$ cat config.mk
export PLATFORM = sky130hd
export DESIGN_NAME = bs_trmnl_nd
export DESIGN_NICKNAME = d
export VERILOG_FILES = /design/src/rtl/bs_trmnl_nd.sv
export SDC_FILE = /design/constraint.sdc
export NUM_CORES = 1
export LEC_CHECK = 0
export BUFFER_PORTS_ARGS = -buffer_cell sky130_fd_sc_hd__buf_2
export CAP_MARGIN = 20
export CORE_MARGIN = 10
export CORE_UTILIZATION = 48
export CTS_CLUSTER_SIZE = 12
export DETAILED_ROUTE_END_ITERATION = 10
export MAX_ROUTING_LAYER = met4
export PLACE_DENSITY = 0.66
export SYNTH_ARGS = -nofsm -noshare
export SYNTH_HDL_FRONTEND = slang
export SYNTH_SLANG_ARGS = --single-unit
$ cat constraint.sdc
create_clock -name clk -period 10.9 [get_ports clk]
set_input_delay 0.545 -clock clk [delete_from_list [all_inputs] [get_ports clk]]
set_output_delay 0.545 -clock clk [all_outputs]
set_load 0.02 [all_outputs]
$ cat src/rtl/bs_trmnl_nd.sv
// bs_trmnl_nd: terminal-side bus node with a show-ahead TX FIFO popped by the
// arbiter and an ID-filtered RX FIFO filled by arbiter pushes.
// Ports: clk, reset (async active-low)
//        arbiter side: pndng/D_pop/pop, push/D_push
//        local side:   tx_wr/tx_data/tx_full, rx_rd/rx_data/rx_empty/rx_cnt
//        debug:        drop_cnt, misr_cnt (saturating at 255)
module bs_trmnl_nd #(
   parameter int          pckg_sz   = 32,
   parameter int          depth     = 8,
   parameter logic [7:0]  id        = 8'h00,
   parameter logic [7:0]  broadcast = 8'hFF
) (
   input  logic                     clk,
   input  logic                     reset,
   output logic                     pndng,
   output logic [pckg_sz-1:0]       D_pop,
   input  logic                     pop,
   input  logic                     push,
   input  logic [pckg_sz-1:0]       D_push,
   input  logic                     tx_wr,
   input  logic [pckg_sz-1:0]       tx_data,
   output logic                     tx_full,
   input  logic                     rx_rd,
   output logic [pckg_sz-1:0]       rx_data,
   output logic                     rx_empty,
   output logic [$clog2(depth):0]   rx_cnt,
   output logic [7:0]               drop_cnt,
   output logic [7:0]               misr_cnt
);

   localparam int AW = $clog2(depth);
   localparam int CW = AW + 1;
   localparam logic [CW-1:0] FULL = CW'(depth);

   logic [pckg_sz-1:0] tx_mem [depth];
   logic [pckg_sz-1:0] rx_mem [depth];
   logic [AW-1:0]      tx_wp, tx_rp, rx_wp, rx_rp;
   logic [CW-1:0]      tx_cnt, rx_cnt_q;

   logic tx_pop_ok, tx_wr_ok, tx_drop;
   logic rx_hit, rx_misr, rx_rd_ok, rx_wr_ok, rx_drop, rx_full;
   logic [7:0] dst;
   logic [8:0] drop_sum;

   // Flags decode straight from the count registers
   assign pndng    = (tx_cnt != '0);
   assign tx_full  = (tx_cnt == FULL);
   assign rx_empty = (rx_cnt_q == '0);
   assign rx_full  = (rx_cnt_q == FULL);
   assign rx_cnt   = rx_cnt_q;

   // Storage is unreset, so heads are masked to zero while empty
   assign D_pop   = pndng    ? tx_mem[tx_rp] : '0;
   assign rx_data = rx_empty ? '0 : rx_mem[rx_rp];

   assign dst = D_push[pckg_sz-1 -: 8];

   // A pop on a full FIFO frees the slot the same cycle, so the write lands
   assign tx_pop_ok = pop && pndng;
   assign tx_wr_ok  = tx_wr && (!tx_full || pop);
   assign tx_drop   = tx_wr && tx_full && !pop;

   assign rx_hit   = push && ((dst == id) || (dst == broadcast));
   assign rx_misr  = push && !rx_hit;
   assign rx_rd_ok = rx_rd && !rx_empty;
   assign rx_wr_ok = rx_hit && (!rx_full || rx_rd);
   assign rx_drop  = rx_hit && rx_full && !rx_rd;

   assign drop_sum = {1'b0, drop_cnt} + 9'(tx_drop) + 9'(rx_drop);

   always_ff @(posedge clk) begin
      if (tx_wr_ok) tx_mem[tx_wp] <= tx_data;
      if (rx_wr_ok) rx_mem[rx_wp] <= D_push;
   end

   always_ff @(posedge clk or negedge reset) begin
      if (!reset) begin
         tx_wp    <= '0;
         tx_rp    <= '0;
         tx_cnt   <= '0;
         rx_wp    <= '0;
         rx_rp    <= '0;
         rx_cnt_q <= '0;
         drop_cnt <= '0;
         misr_cnt <= '0;
      end else begin
         if (tx_wr_ok)  tx_wp <= tx_wp + AW'(1);
         if (tx_pop_ok) tx_rp <= tx_rp + AW'(1);
         case ({tx_wr_ok, tx_pop_ok})
            2'b10:   tx_cnt <= tx_cnt + CW'(1);
            2'b01:   tx_cnt <= tx_cnt - CW'(1);
            default: tx_cnt <= tx_cnt;
         endcase

         if (rx_wr_ok) rx_wp <= rx_wp + AW'(1);
         if (rx_rd_ok) rx_rp <= rx_rp + AW'(1);
         case ({rx_wr_ok, rx_rd_ok})
            2'b10:   rx_cnt_q <= rx_cnt_q + CW'(1);
            2'b01:   rx_cnt_q <= rx_cnt_q - CW'(1);
            default: rx_cnt_q <= rx_cnt_q;
         endcase

         drop_cnt <= drop_sum[8] ? 8'hFF : drop_sum[7:0];
         if (rx_misr && (misr_cnt != 8'hFF))
            misr_cnt <= misr_cnt + 8'd1;
      end
   end

endmodule

==> flow_metrics.py, run 1 <==
metrics = {
    "place": {
        "place_hpwl_um": 23330,
        "place_congestion": 0.7062,
        "post-place-ws_ps": 7620,
        "port_buffers": 156,
        "dpl.cell_count": 1733,
        "place_area_sq_um": 23000,
    },
    "critical_path": {
        "cp-end-kind": "primary output",
        "worstPathCellList": "buf_4, mux4_2, mux2i_1, nor2_1, buf_2",
        "path_class": "reg2out",
        "crit_fanout": 46,
        "cp.required_ps": 10360,
        "critical_path_arrival_ps": 3230,
        "cpPeakStageDelay_ps": 790,
        "crit_path_top_delay_cell": "buf_4",
        "worstSetupStartpointType": "flop",
        "crit_family": "buffers and inverters",
        "worst-path-buf-inv": 2,
        "r2r_setup_slack_ps": 8060,
    },
    "die": {
        "io_pins": 157,
        "die_area_sq_um": 53610,
        "die_w_um": 231.5,
        "rows": 77,
        "fp.dieH_um": 231.5,
        "floorplan.core_area_sq_um": 44220,
        "initial_utilization": 0.4858,
    },
    "synthesis": {
        "syn-instance-count": 1006,
        "ys_seq_elements": 548,
        "synth.distinct_cells": 39,
        "synth_top_area_share": 0.7158,
        "avgSynthCellArea_sq_um": 21.35,
        "synth_edf_count": 512,
        "ys.warnings.count": 0,
        "yosysMostFrequentCell": "edfxtp_1",
        "synth.largest_area_cell": "edfxtp_1",
        "synth.yosys.seq_area_share": 0.7577,
        "netlist_area_sq_um": 21480,
        "ys.flop_type": "edfxtp_1",
        "netlist_top_cells_count": "edfxtp_1 (512), mux4_2 (128), nor2_1 (73), mux2i_1 (66), dfrtp_1 (36)",
        "synth_area_leaders": "edfxtp_1 (72%), mux4_2 (13%), dfrtp_1 (4.2%), mux2i_1 (3.1%), nor2_1 (1.3%)",
        "synthArstFlopShare": 0.06569,
        "synth_nets": 1091,
    },
    "timing": {
        "fmax_mhz": 265.1,
        "rsz0062_at_grt": "false",
        "timing.final.ws_setup_ps": 7128,
        "slew_viol_final": 0,
        "post-route-period-util": 0.3461,
        "clock-skew-final_ps": 27.44,
        "finalHoldViolCount": 0,
        "fin_tns_setup_ps": 0,
        "finalCriticalPeriod_ps": 3772,
        "slew-limit-headroom": 0.3194,
        "tightest_slew_ps": 1021,
        "whs_ps": 71.37,
        "setup_violations": 0,
    },
    "global_routing": {
        "gr-total-overflow": 0,
        "grt_antenna_before_repair": 5,
        "grt_max_degree": 67,
        "grt_first_pass_wirelength_um": 64220,
        "grt_pass1_vias": 10760,
        "groute.usage.overall": 0.1615,
    },
    "run": {
        "max_cap_violations": 0,
    },
    "clock_network": {
        "cts.clk_slew.worst_paths_ps": 60,
        "clock_sinks": 548,
        "insertion_delay_ps": 590,
        "hold_buffers": 0,
        "cts_max_path_buffers": 3,
        "cts_made_buffers": 54,
        "htree_levels": 2,
        "cts_tree": "yes",
        "cts.repair.resized": 0,
        "cts_root_buf": "clkbuf_16",
        "cts_setup_buffers": 0,
    },
    "power": {
        "leakage_nw": 8.408,
        "switchingPower_mw": 2.034,
        "power.share.sequential": 0.420,
        "p_per_area_nw_per_um2": 257.7,
        "p_clk_frac": 0.261,
        "irDropWorstVdd_uv": 199.8,
        "pwr-share-comb": 0.319,
        "intPower_mw": 4.295,
        "power.share.switching": 0.3213,
    },
    "route": {
        "ant_nets": 0,
        "wl_um": 42050,
        "drt-vias-per-instance": 5.522,
        "drt_iter0_drc": 657,
        "avgRoutedWirePerCell_um": 22.96,
        "post-route-drc-count": 0,
        "vias": 10110,
        "dr.pass1.iters": 5,
    },
    "final_layout": {
        "stdcell_count": 1831,
        "finalInstanceArea_sq_um": 24560,
        "fin_nets": 1282,
        "drive_above_1_share": 0.3277,
        "syn_to_final_growth_pct": 14.35,
    },
    "run_status": {
        "status": "completed",
    },
    "min_path": {
        "hold_class": "in2async",
    },
}
==> flip-flops by register name, summed over array words and instances (netlist names) <==
signal and cells:
drop_cnt 8, misr_cnt 8, tx_cnt 4, rx_wp 3, rx_mem 256, tx_wp 3
rx_cnt 4, tx_mem 256, rx_rp 3, tx_rp 3
==> layout make-up <==
type,count,area (sq um)
multi-input cells,400,4959
clock buffers,82,1476
flip-flops and latches,548,16290
clock inverters,10,73.82
diodes,6,15.01
fillers,3358,19660
well taps,592,740.7
repair buffers,179,953.4
inverters,14,57.56
==> cell usage in the layout (no fill, tap or decap), types with 4 or more instances in the layout <==
| master | n |
|---|---|
| nand2_1 | 28 |
| xnor2_1 | 12 |
| xor2_1 | 13 |
| mux2_2 | 5 |
| nor3_1 | 5 |
| ha_1 | 12 |
| nor3_2 | 5 |
| nor4_1 | 7 |
| clkbuf_16 | 54 |
| inv_1 | 12 |
| nand3_1 | 8 |
| mux2i_1 | 66 |
| diode_2 | 6 |
| edfxtp_1 | 512 |
| nor2_1 | 70 |
| dfrtp_1 | 30 |
| buf_2 | 156 |
| dfrtp_2 | 4 |
| nor4_4 | 6 |
| clkinv_1 | 4 |
| nand2b_1 | 4 |
| buf_4 | 23 |
| mux4_2 | 128 |
| clkbuf_1 | 26 |
==> power by group through the flow <==
stage | Combinational [mW] | Clock [mW] | Sequential (mW)
3_3_place_gp | 2.05 | 0 | 2.69
5_1_grt | 2.19 | 1.78 | 2.69
3_5_place_dp | 2.07 | 0 | 2.71
4_1_cts | 2.07 | 1.70 | 2.66
2_1_floorplan | 1.51 | 0 | 2.66
6_report | 2.02 | 1.65 | 2.66
==> path summary, 6_finish.rpt <==
check,start,end,depth (start not counted)
worst min register to register,misr_cnt[5],misr_cnt[5],1
min in group clk,tx_data[19],tx_mem[4][19],1
worst min-delay path,reset,drop_cnt[6],1
max in group asynchronous,reset,rx_rp[0],1
worst max register to register,tx_cnt[0],tx_cnt[3],10
worst max-delay path,rx_rp[0],rx_data[15],5
==> per-stage QoR <==
step | utilization | power (mW)
3_5_place_dp | 0.5201 | 4.772
2_1_floorplan | - | 4.167
6_report | 0.5555 | 6.329
3_3_place_gp | 0.5201 | 4.747
4_1_cts | 0.5551 | 6.432
5_1_grt | 0.5554 | 6.653
==> logic make-up (layout without fill, tap and decap cells) <==
logic type                 after synthesis  after routing  synth area share
DFF                                    548            548            0.7577
muxes                                  201            201            0.1688
and+or+nand+nor                        151            151           0.03483
buffers and inverters                   58            285           0.01608
xor gates and xnor gates                25             25           0.01019
adders and majority gates               15             15          0.009786
AOI/OAI and AO/OA                        8              8          0.002621
other                                    0              6                 0
==> metal layers <==
metal,GRT usage,part of all wire,vias to the layer above
li1,-,-,4478
met1,0.2091,0.43,5317
met2,0.2583,0.50,256
met3,0.03384,0.054,59
met4,0.04145,0.018,0
met5,-,0,-
No activity file was read; power rests on OpenSTA's default activity.
==> run 2: changes to the inputs <==
Settings changed: PLACE_DENSITY 0.66 to 0.68.
Clock period 10.9 ns to 3.1 ns, I/O delays scaled along.
==> run 2 against run 1 <==
Against the previous run:
- sequential power rose to 3.5 times the previous value
- final cell count increased by 4.0%
- highest routed layer unchanged
- core utilization up 2.2 points
- clock power grew to 3.6 times the previous value
==> flow_metrics.py, run 2 (same netlist as run 1, synthesis figures left out) <==
metrics = {
    "run_status": {
        "status": "completed",
    },
    "route": {
        "ant_nets": 0,
        "wl_met3_um": 2349,
        "avgRoutedWirePerCell_um": 22.88,
        "drt_iter0_drc": 739,
        "met1Wirelength_um": 18580,
        "wl_um": 43600,
        "drt-vias-per-instance": 5.477,
        "met2_length_um": 21760,
        "post-route-drc-count": 0,
        "dr.pass1.iters": 5,
        "vias": 10430,
        "routed.top_layer": "met4",
    },
    "critical_path": {
        "cp-endpoint": "rx_data[17]",
        "reg2reg_from": "rx_cnt[0]",
        "worst-path-buf-inv": 2,
        "cpPeakStageDelay_ps": 560,
        "crit_fanout": 20,
        "path_class": "reg2out",
        "critical_path_arrival_ps": 2610,
        "rr_worst_depth": 11,
        "worst-path-stages": 5,
        "crit_family": "multiplexers",
        "rr_endpoint": "rx_cnt[3]",
        "cp-startpoint": "rx_rp[0]",
        "worstPathCellList": "buf_4, mux4_2, mux2i_1, nor2_1, buf_2",
        "crit_path_top_delay_cell": "mux4_2",
        "r2r_setup_slack_ps": 520,
        "cp-end-kind": "primary output",
        "worstSetupStartpointType": "flop",
        "cp.required_ps": 2940,
    },
    "timing": {
        "timing.final.ws_setup_ps": 339.0,
        "finalHoldViolCount": 0,
        "finalCriticalPeriod_ps": 2761,
        "rsz0062_at_grt": "false",
        "tightest_slew_ps": 817.7,
        "fmax_mhz": 362.2,
        "post-route-period-util": 0.8907,
        "setup_violations": 0,
        "slew-limit-headroom": 0.4549,
        "clock-skew-final_ps": 19.45,
        "slew_viol_final": 0,
    },
    "final_layout": {
        "reg_top3": "rx_mem (256), tx_mem (256)",
        "syn_to_final_growth_pct": 18.86,
        "seqCellArea_sq_um": 16290,
        "stdcell_count": 1905,
        "multi_input_area_sq_um": 4974,
        "finalInstanceArea_sq_um": 25530,
        "layout_common_cells": "edfxtp_1 (512), buf_2 (156), mux4_2 (128), nor2_1 (70), dlygate4sd3_1 (68)",
        "fin_nets": 1360,
        "drive_above_1_share": 0.3170,
        "final_common_cell": "edfxtp_1",
        "fill_cells": 3191,
    },
    "run": {
        "max_cap_violations": 0,
    },
    "die": {
        "initial_utilization": 0.4858,
        "io_pins": 157,
        "rows": 77,
        "floorplan.core_area_sq_um": 44220,
        "fp.dieH_um": 231.5,
        "die_area_sq_um": 53610,
        "die_w_um": 231.5,
    },
    "clock_network": {
        "cts_root_buf": "clkbuf_16",
        "clock_sinks": 548,
        "cts_made_buffers": 54,
        "htree_levels": 2,
        "cts_tree": "yes",
        "cts.clk_slew.worst_paths_ps": 60,
        "cts_max_path_buffers": 3,
        "insertion_delay_ps": 600,
    },
    "global_routing": {
        "grt_antenna_before_repair": 3,
        "grt_max_degree": 54,
        "grt_first_pass_wirelength_um": 67070,
        "gr-total-overflow": 0,
        "groute.usage.overall": 0.1679,
        "grt_pass1_vias": 11090,
    },
    "place": {
        "place_hpwl_um": 24320,
        "port_buffers": 156,
        "dpl.cell_count": 1742,
        "post-place-ws_ps": 356.5,
        "place_congestion": 0.7505,
        "place_area_sq_um": 23240,
    },
    "power": {
        "power_mw": 22.73,
        "p_per_area_nw_per_um2": 890.1,
        "irDropWorstVdd_uv": 646.3,
        "leakage_nw": 8.807,
    },
    "min_path": {
        "hold_class": "in2reg",
    },
}
[run 2: cell type report]
| class | count | area share |
|---|---|---|
| antenna | 4 | 0.0003920 |
| clock buffer | 81 | 0.05812 |
| clock inverter | 9 | 0.003675 |
| inverter | 14 | 0.002254 |
| multi-input combinational | 400 | 0.1948 |
| sequential | 548 | 0.6379 |
| tap | 592 | 0.02901 |
| timing repair buffer | 257 | 0.07380 |
[run 2: per-stage QoR]
step / setup TNS (ps) / utilization / hold WS (ps)
after floorplan: -56500 / - / -140.6
after global placement: 0 / 0.5256 / 295.5
after detailed placement: 0 / 0.5256 / 307.2
after CTS: 0 / 0.5767 / 51.64
after global routing: 0 / 0.5773 / 69.36
final: 0 / 0.5774 / 77.75
[run 2: worst reg2reg max path: stages (launching register included)]
cell and delay (ps):
dfrtp_1 460, nor3_1 200, nand3b_1 150, and3_1 320, inv_6 170, ha_1 220
ha_1 240, a21o_1 180, a21oi_1 180, xnor2_1 140, nor2_1 70, xor2_1 140
[run 2: how the worst min path moves through the flow]
stage          cells after the start   from     endpoint
6_report                           3  rx_rd     rx_rp[0]
5_1_grt                            3  rx_rd     rx_rp[0]
4_1_cts                            3  rx_rd     rx_rp[0]
3_5_place_dp                       1  reset  misr_cnt[0]
3_3_place_gp                       1  reset  misr_cnt[2]
2_1_floorplan                      0  reset  drop_cnt[0]
[run 2: power breakdown]
part	switching, mW	internal (mW)	leakage [nW]	total [mW]
sequential	0.619	8.81	5.06	9.42
combinational	4.12	3.23	2.98	7.35
clock	2.58	3.36	0.761	5.95
total	7.32	15.4	8.81	22.7
[run 2: timing repair]
action / CTS / global route
setup endpoints to repair: 0 / 5
buffers inserted: 0 / 1
hold endpoints to repair: 556 / 0
resized for setup: 0 / 0
hold buffers: 68 / 0
[run 2: routing by layer]
layer,up-vias,global-route usage
li1,4629,-
met1,5481,0.2181
met2,258,0.2651
met3,65,0.03689
met4,0,0.04676
met5,-,-
==> run 3: changes to the inputs <==
Settings changed: CELL_PAD_IN_SITES_DETAIL_PLACEMENT from default to 0, CELL_PAD_IN_SITES_GLOBAL_PLACEMENT from default to 2, CORE_UTILIZATION 48 to 42, PLACE_DENSITY 0.68 to default, PLACE_DENSITY_LB_ADDON from default to 0.1, SLEW_MARGIN from default to 20.
==> run 3 against run 2 <==
Against the previous run:
- clock-buffer cell count decreased by 3
- maximum frequency is 4.0% lower
- first-iteration DRC count down 15%
- critical path type unchanged
- largest power group unchanged
==> flow_metrics.py, run 3 (same netlist as run 1, synthesis figures left out) <==
metrics = {
    "run_status": {
        "status": "completed",
    },
    "final_layout": {
        "drive_above_1_share": 0.3213,
        "fill_cells": 4143,
        "layout_common_cells": "edfxtp_1 (512), buf_2 (156), mux4_2 (128), nor2_1 (70), dlygate4sd3_1 (67)",
        "final_common_cell": "edfxtp_1",
        "final_util": 0.5120,
        "syn_to_final_growth_pct": 20.08,
        "seqCellArea_sq_um": 16290,
        "stdcell_count": 2002,
        "multi_input_area_sq_um": 4974,
        "fin_nets": 1368,
        "reg_top3": "rx_mem (256), tx_mem (256)",
    },
    "critical_path": {
        "cpPeakStageDelay_ps": 820,
        "worstSetupStartpointType": "flop",
        "cp-end-kind": "primary output",
        "cp.required_ps": 2940,
        "crit_fanout": 28,
        "crit_path_top_delay_cell": "dfrtp_4",
        "worstPathCellList": "buf_12, mux4_2, mux2i_1, nor2_1, buf_2",
        "critical_path_arrival_ps": 2720,
        "path_class": "reg2out",
    },
    "timing": {
        "slew-limit-headroom": 0.4137,
        "slew_viol_final": 0,
        "whs_ps": 30.41,
        "rsz0062_at_grt": "false",
        "tightest_slew_ps": 879.4,
        "post-route-period-util": 0.9278,
        "finalHoldViolCount": 0,
        "setup_violations": 0,
        "clock-skew-final_ps": 13.95,
        "fmax_mhz": 347.7,
        "timing.final.ws_setup_ps": 223.8,
        "finalCriticalPeriod_ps": 2876,
    },
    "clock_network": {
        "cts_made_buffers": 57,
        "cts.repair.resized": 0,
        "insertion_delay_ps": 600,
        "htree_levels": 2,
        "cts_root_buf": "clkbuf_16",
        "cts_max_path_buffers": 3,
        "clock_sinks": 548,
        "cts.clk_slew.worst_paths_ps": 60,
        "cts_tree": "yes",
    },
    "die": {
        "die_w_um": 246.2,
        "rows": 82,
        "initial_utilization": 0.4264,
        "floorplan.core_area_sq_um": 50380,
        "fp.dieH_um": 246.2,
        "io_pins": 157,
        "die_area_sq_um": 60590,
    },
    "route": {
        "wl_um": 46320,
        "ant_nets": 0,
        "vias": 10280,
        "post-route-drc-count": 0,
        "drt-vias-per-instance": 5.132,
        "dr.pass1.iters": 6,
        "drt_iter0_drc": 625,
        "avgRoutedWirePerCell_um": 23.14,
    },
    "power": {
        "irDropWorstVdd_uv": 498.3,
        "power.share.sequential": 0.416,
        "pwr-share-comb": 0.315,
        "power.share.switching": 0.3236,
        "power_mw": 23.06,
        "intPower_mw": 15.60,
        "p_per_area_nw_per_um2": 894.1,
        "p_clk_frac": 0.269,
        "leakage_nw": 8.895,
        "switchingPower_mw": 7.463,
    },
    "global_routing": {
        "groute.usage.overall": 0.1588,
        "grt_max_degree": 37,
        "grt_antenna_before_repair": 3,
        "grt_pass1_vias": 11050,
        "grt_first_pass_wirelength_um": 70170,
        "gr-total-overflow": 0,
    },
    "min_path": {
        "hold_class": "in2reg",
    },
    "place": {
        "post-place-ws_ps": 407.9,
        "place_congestion": 0.7178,
        "port_buffers": 156,
        "dpl.cell_count": 1829,
        "place_hpwl_um": 26460,
    },
    "run": {
        "max_cap_violations": 0,
    },
}
==> run 3: cell types whose count changed in the layout (fill, tap and decap cells not counted), sizes merged <==
cell         change
clkinv          +12
buf              +6
clkbuf           -3
inv              +2
bufinv           +1
dlygate4sd3      -1
==> run 3: worst max-delay path, delay by kind of cell, from the launching register on <==
kind | cells | cell delay (ps)
and+or+nand+nor | 1 | 50
DFF | 1 | 820
buffers and inverters | 2 | 480
muxes | 2 | 750
==> run 3: layout make-up <==
class / instances / share of cell area
sequential: 548 / 0.6315
clock buffer: 78 / 0.05836
clock inverter: 24 / 0.006258
timing repair buffer: 262 / 0.07587
antenna: 4 / 0.0003881
tap: 672 / 0.03260
inverter: 14 / 0.002231
multi-input combinational: 400 / 0.1928
==> run 3: power groups by stage <==
| stage | registers, mW | clock network [mW] | logic, mW |
|---|---|---|---|
| after floorplan | 9.34 | 0 | 5.32 |
| after global placement | 9.75 | 0 | 7.46 |
| after detailed placement | 9.78 | 0 | 7.44 |
| after CTS | 9.63 | 6.39 | 7.53 |
| after global routing | 9.71 | 6.70 | 7.92 |
| final | 9.60 | 6.20 | 7.26 |
==> run 3: per-stage QoR <==
stage	cell area [sq um]	setup TNS, ps
2_1_floorplan	21530	-56500
3_3_place_gp	23450	0
3_5_place_dp	23450	0
4_1_cts	25780	0
5_1_grt	25790	0
6_report	25790	0
==> run 3: worst paths after layout <==
check | from | endpoint | slack [ps] | cells past startpoint
worst min register to register | misr_cnt[5] | misr_cnt[5] | 490 | 1
worst min-delay path | pop | tx_rp[0] | 30 | 3
worst max register to register | tx_cnt[0] | tx_cnt[3] | 630 | 11
min in group asynchronous | reset | drop_cnt[6] | 220 | 2
max in group asynchronous | reset | rx_rp[0] | 2230 | 2
worst max-delay path | rx_rp[0] | rx_data[24] | 220 | 5
==> run 3: routing by layer <==
layer | track usage | part of all wire | up-vias
met5 | - | 0 | -
met4 | 0.03957 | 0.018 | 0
met3 | 0.02835 | 0.043 | 69
met2 | 0.2689 | 0.52 | 191
met1 | 0.1950 | 0.42 | 5359
li1 | - | - | 4656
==> run 3: what timing repair did <==
item	4_1_cts	5_1_grt
setup endpoints to repair	0	0
buffers inserted	0	0
hold endpoints to repair	554	0
hold buffers	67	0
